===== src/rtl/debounce_onepulse_vector.sv =====
// rtl/debounce_onepulse_vector.sv - per-channel sync, debounce, edge pulse and auto-repeat
//
// Conditions a vector of active-low push-button/switch inputs. Each channel is
// synchronised (2 FF), debounced by a consecutive-sample counter, and emits a
// registered one-cycle active-low pulse on press, release or both, optionally
// auto-repeating while held.
//
// Ports:
//   clk_op               in   1      operating clock, rising edge
//   reset                in   1      asynchronous, active-high, clears all state
//   signals_n            in   W      raw active-low inputs (0 = pressed), async to clk_op
//   signals_onepulsed_n  out  W      registered active-low one-cycle pulses
//   signals_debounced_n  out  W      registered active-low debounced level

module debounce_onepulse_vector #(
  parameter int SIGNAL_BIT_WIDTH = 1,
  parameter int DEBOUNCE_CYCLES  = 4,
  parameter int EDGE_MODE        = 0,
  parameter int REPEAT_EN        = 0,
  parameter int REPEAT_DELAY     = 8,
  parameter int REPEAT_PERIOD    = 4
) (
  input  logic                        clk_op,
  input  logic                        reset,
  input  logic [SIGNAL_BIT_WIDTH-1:0] signals_n,
  output logic [SIGNAL_BIT_WIDTH-1:0] signals_onepulsed_n,
  output logic [SIGNAL_BIT_WIDTH-1:0] signals_debounced_n
);

  localparam int W    = SIGNAL_BIT_WIDTH;
  localparam int DW   = (DEBOUNCE_CYCLES > 1) ? $clog2(DEBOUNCE_CYCLES) : 1;
  localparam int RMAX = (REPEAT_DELAY > REPEAT_PERIOD) ? REPEAT_DELAY : REPEAT_PERIOD;
  localparam int RW   = (RMAX > 1) ? $clog2(RMAX) : 1;

  localparam logic [DW-1:0] DC_MAX  = DW'(DEBOUNCE_CYCLES - 1);
  localparam logic [RW-1:0] RD_LOAD = RW'(REPEAT_DELAY - 1);
  localparam logic [RW-1:0] RP_LOAD = RW'(REPEAT_PERIOD - 1);

  localparam bit PRESS_ON = (EDGE_MODE == 0) || (EDGE_MODE == 2);
  localparam bit REL_ON   = (EDGE_MODE == 1) || (EDGE_MODE == 2);
  // Repeat only makes sense when presses generate pulses.
  localparam bit REP_ON   = (REPEAT_EN != 0) && (EDGE_MODE != 1);

  logic [W-1:0]  r_sync1;
  logic [W-1:0]  r_sync2;
  logic [W-1:0]  r_deb;      // 1 = pressed
  logic [W-1:0]  r_pulse_n;
  logic [DW-1:0] r_dcnt [W];
  logic [RW-1:0] r_rcnt [W];

  logic [W-1:0]  w_raw;      // synchronised input, 1 = pressed
  logic [W-1:0]  w_flip;
  logic [W-1:0]  w_press_flip;
  logic [W-1:0]  w_rel_flip;
  logic [W-1:0]  w_rep;
  logic [W-1:0]  w_event;

  assign w_raw = ~r_sync2;

  always_comb begin
    w_flip       = '0;
    w_press_flip = '0;
    w_rel_flip   = '0;
    w_rep        = '0;
    w_event      = '0;
    for (int i = 0; i < W; i++) begin
      w_flip[i]       = (w_raw[i] != r_deb[i]) && (r_dcnt[i] == DC_MAX);
      w_press_flip[i] = w_flip[i] & w_raw[i];
      w_rel_flip[i]   = w_flip[i] & ~w_raw[i];
      // A flip on the same edge (only a release is possible while held)
      // takes precedence over a due repeat.
      w_rep[i]        = REP_ON && r_deb[i] && !w_flip[i] && (r_rcnt[i] == '0);
      w_event[i]      = (PRESS_ON && w_press_flip[i]) ||
                        (REL_ON && w_rel_flip[i]) ||
                        w_rep[i];
    end
  end

  always_ff @(posedge clk_op or posedge reset) begin
    if (reset) begin
      r_sync1   <= '1;
      r_sync2   <= '1;
      r_deb     <= '0;
      r_pulse_n <= '1;
      for (int i = 0; i < W; i++) begin
        r_dcnt[i] <= '0;
        r_rcnt[i] <= '0;
      end
    end else begin
      r_sync1   <= signals_n;
      r_sync2   <= r_sync1;
      r_pulse_n <= ~w_event;
      for (int i = 0; i < W; i++) begin
        // Any agreeing sample restarts the count, rejecting short glitches.
        if (w_raw[i] == r_deb[i]) begin
          r_dcnt[i] <= '0;
        end else if (w_flip[i]) begin
          r_deb[i]  <= w_raw[i];
          r_dcnt[i] <= '0;
        end else begin
          r_dcnt[i] <= r_dcnt[i] + DW'(1);
        end

        if (w_press_flip[i]) begin
          r_rcnt[i] <= RD_LOAD;
        end else if (r_deb[i] && !w_flip[i]) begin
          if (r_rcnt[i] == '0) begin
            r_rcnt[i] <= RP_LOAD;
          end else begin
            r_rcnt[i] <= r_rcnt[i] - RW'(1);
          end
        end
      end
    end
  end

  assign signals_onepulsed_n = r_pulse_n;
  assign signals_debounced_n = ~r_deb;

endmodule


===== config.mk =====
export PLATFORM = sky130hd
export DESIGN_NAME = debounce_onepulse_vector
export DESIGN_NICKNAME = d
export VERILOG_FILES = /design/src/rtl/debounce_onepulse_vector.sv
export SDC_FILE = /design/constraint.sdc
export NUM_CORES = 1
export LEC_CHECK = 0
export CELL_PAD_IN_SITES_DETAIL_PLACEMENT = 1
export CELL_PAD_IN_SITES_GLOBAL_PLACEMENT = 2
export CORE_AREA = 2 2 39 41
export DETAILED_ROUTE_END_ITERATION = 8
export DIE_AREA = 0 0 41 43
export GPL_TIMING_DRIVEN = 0
export PLACE_DENSITY = 0.55
export SLEW_MARGIN = 30
export SYNTH_ARGS = -nofsm -noshare
export SYNTH_HDL_FRONTEND = slang
export SYNTH_SLANG_ARGS = --single-unit

===== constraint.sdc =====
create_clock -name clk_op -period 2.7 [get_ports clk_op]
set_input_delay 0.405 -clock clk_op [delete_from_list [all_inputs] [get_ports clk_op]]
set_output_delay 0.405 -clock clk_op [all_outputs]
set_load 0.01 [all_outputs]

==> results summary <==
The residual antenna-violating net count after detailed routing came out at 0. Setup repair after global routing left no endpoint under its margin. The final worst clock skew came out at 8.607 ps. In the final layout, flip-flops and latches occupy 153.9 um^2. The number of DRC violations after detailed-routing iteration 0 came out at 0.

In this run, post-CTS repair resized a total of 0 instances. The final instance area came out at 297.8 um^2. The initial antenna violation count came out at 0. The number of core rows came out at 14.

The share of the synthesized area in the top cell type came out at 0.3728. The final net count came out at 30. The tightest slew margin relative to the limit came out at 0.8531.

The setup fix buffers added after clock tree synthesis came out at 0. The share of layout cells above drive strength 1 came out at 0.2400. The number of instances in the synthesized netlist came out at 17. The filler cell count came out at 156. The data required time at the worst endpoint came out at 2300 ps. The core area came out at 1384 um^2. The overflow left after global routing came out at 0. The via count of the first global-routing pass is 173. The biggest area contributor in the post-synthesis netlist is dfstp_2. The post-DP HPWL came out at 264.9 um. Counting I/O delays and the setup requirement, the final critical path takes 1687 ps. The number of endpoints with negative hold slack in the final report came out at 0. Averaged over all synthesized cells, the footprint is 12.44 um^2. The worst slack after detailed placement is 1274 ps. Across every metal layer, demand over resource in global routing totals 0.05572.

The H-tree depth reported by CTS is 1. The via count normalized by instance count is 3.561. The die covers 1763 um^2. The buffer type at the clock tree root is clkbuf_4. The count of yosys warnings during synthesis is 0. The clock transition at the registers of the reported paths came out at 50 ps. The count of unresolved DRC violations after routing is 0. The critical path's largest stage delay came out at 520 ps. The highest attainable clock frequency is 592.9 MHz.

The transition at the pin with the smallest max-transition slack came out at 220.0 ps. The leakage power of the design came out at 0.1372 nW. The first-pass iteration count of the detailed router is 1. For this configuration, the core starts out at a cell density of 0.1528.

The data arrival at the endpoint of the critical path came out at 1280 ps. The total number of vias came out at 146. The number of buffers added by the clock tree synthesis step is 3.

The total nets after synthesis is 21. The die is 41 um wide. The count of placed standard cells including taps came out at 37. The deepest clock path buffer count came out at 2. The clock net in this run drives a total of 6 sinks. The share of the Yosys chip area taken by registers is 0.7278. The post-layout instance count excluding filler cells is 41. Dividing the final minimum period by the clock period gives 0.6247. After synthesis, the cell types taking the most area are dfstp_2 37%, dfrtp_1 36%, ha_1 5.9%, inv_1 5.3%, nor2_1 5.3%. The routed wire length per instance is 8.195 um. The final estimated routing congestion in global placement is 0.6346. In this run, distinct cell masters in the synthesized netlist total 9. The kind of start point of the critical path is a flop. In the synthesized netlist the async set-or-reset flop fraction comes to 1.000.

The number of flops mapped to enable cells by yosys is 0. The first-pass GRT wire length came out at 600 um. The layout-stage area growth over the synthesis result came out at 40.83%.

The highest ir drop seen on vdd came out at 0.1981 mV. The max-slew violation count came to 0. The number of hold buffers added after cts is 0. Setup violations remaining at the end of the flow were counted as 0.

The number of buffers added on ports came out at 4. The total placed instance area came out at 271.5 um^2. The run finished with clean final reports. The most common flop cell mapped by yosys is dfstp_2. In this run, synthesis produced a sequential element count of 6. Among all stages on the critical path, the largest delay is contributed by clkdlybuf4s50_1. The worst setup slack after layout came out at 1013 ps. From bottom edge to top edge, the die measures 43 um. The largest net degree at the start of global routing is 7. For this run, the share of the core covered by cells in the final layout is 0.2152. The reported max-cap violation count is 0. Broken down by cell family, the worst path's largest delay share belongs to buffers and inverters.

The largest fanout of any net on the critical path came out at 1. The min-delay analysis places its worst path in the category flop to flop. 0 antenna diodes ended up in the layout. The cell area after synthesis is 211.5 um^2. The count of buffering cells on the critical path with inverters included came out at 1.

TritonCTS built the clock tree. The signal on the critical path passes through clkdlybuf4s50_1. After detailed routing, the total wire length is 336 um. STA classifies the critical path endpoint as an output pin. Sorting the synthesized cells by how often they occur yields 3 x dfrtp_1, 3 x dfstp_2, 3 x inv_1, 3 x nor2_1. The total power per unit cell area is 979.0 nW/um^2. For the worst-skew pair, the clock arrives at the later sink with an insertion delay of 250 ps. Adding up every negative setup slack in the final design gives 0 ps. The critical path is of the flop to output pin type. The number of primary I/O pins is 5. The multi-input combinational cells in the finished layout cover a total of 46.29 um^2.
## layer usage
metal | vias to the layer above | track usage | wire length (um)
met3 | 0 | 0.03141 | 32
met5 | - | 0 | 0
met4 | 0 | 0.06000 | 0
met1 | 75 | 0.04636 | 110
met2 | 5 | 0.08125 | 193
li1 | 66 | - | -
## logic make-up (layout without fill, tap and decap cells)
group | count (synthesis) | in the layout | synth area share
compound gates | 1 | 1 | 0.02365
xor+xnor | 1 | 1 | 0.04143
fa+ha+maj | 1 | 1 | 0.05916
buf+inv | 3 | 11 | 0.05325
flops | 6 | 6 | 0.7278
simple gates | 5 | 5 | 0.09463
## state kept, by name, indices dropped and copies added (netlist names)
register,cells
r_sync1,1
r_deb,1
r_sync2,1
r_dcnt,2
signals_onepulsed_n,1
## final timing paths
| kind | slack [ps] | end | cells after the start | from |
|---|---|---|---|---|
| max reg2reg | 1790 | r_dcnt[0] | 2 | r_sync2 |
| min reg2reg | 350 | r_sync2 | 0 | r_sync1 |
| min | 350 | r_sync2 | 0 | r_sync1 |
| min in group asynchronous | 360 | r_dcnt[1] | 2 | reset |
| max in group asynchronous | 2080 | r_sync2 | 2 | reset |
| max | 1010 | signals_onepulsed_n | 1 | signals_onepulsed_n |
## area by class of cell
type,count,share of cell area
repair buffers,4,0.1345
multi-input cells,8,0.1555
well taps,16,0.06723
flip-flops and latches,6,0.5168
clock buffers,4,0.08824
inverters,3,0.03782
## cells in the final DEF (no fill, tap or decap)
| cell | instances |
|---|---|
| clkdlybuf4s50_1 | 4 |
| ha_1 | 1 |
| nor3_1 | 1 |
| clkbuf_1 | 1 |
| nand2_1 | 1 |
| a21oi_1 | 1 |
| dfrtp_1 | 3 |
| inv_1 | 3 |
| clkbuf_4 | 3 |
| dfstp_2 | 3 |
| nor2_1 | 3 |
| xor2_1 | 1 |
## power by group
part           switching, mW  internal (mW)
registers             0.0151          0.114
clock network         0.0351         0.0561
logic                 0.0341         0.0371
total                 0.0842          0.207
## stage by stage
step	total power, mW	hold slack, ps
after global routing	0.3151	360.6
after global placement	0.1970	347.5
final	0.2915	354.5
after detailed placement	0.2043	349.4
after floorplan	0.1710	193.8
after CTS	0.3002	355.8
No activity file was read; power rests on OpenSTA's default activity.
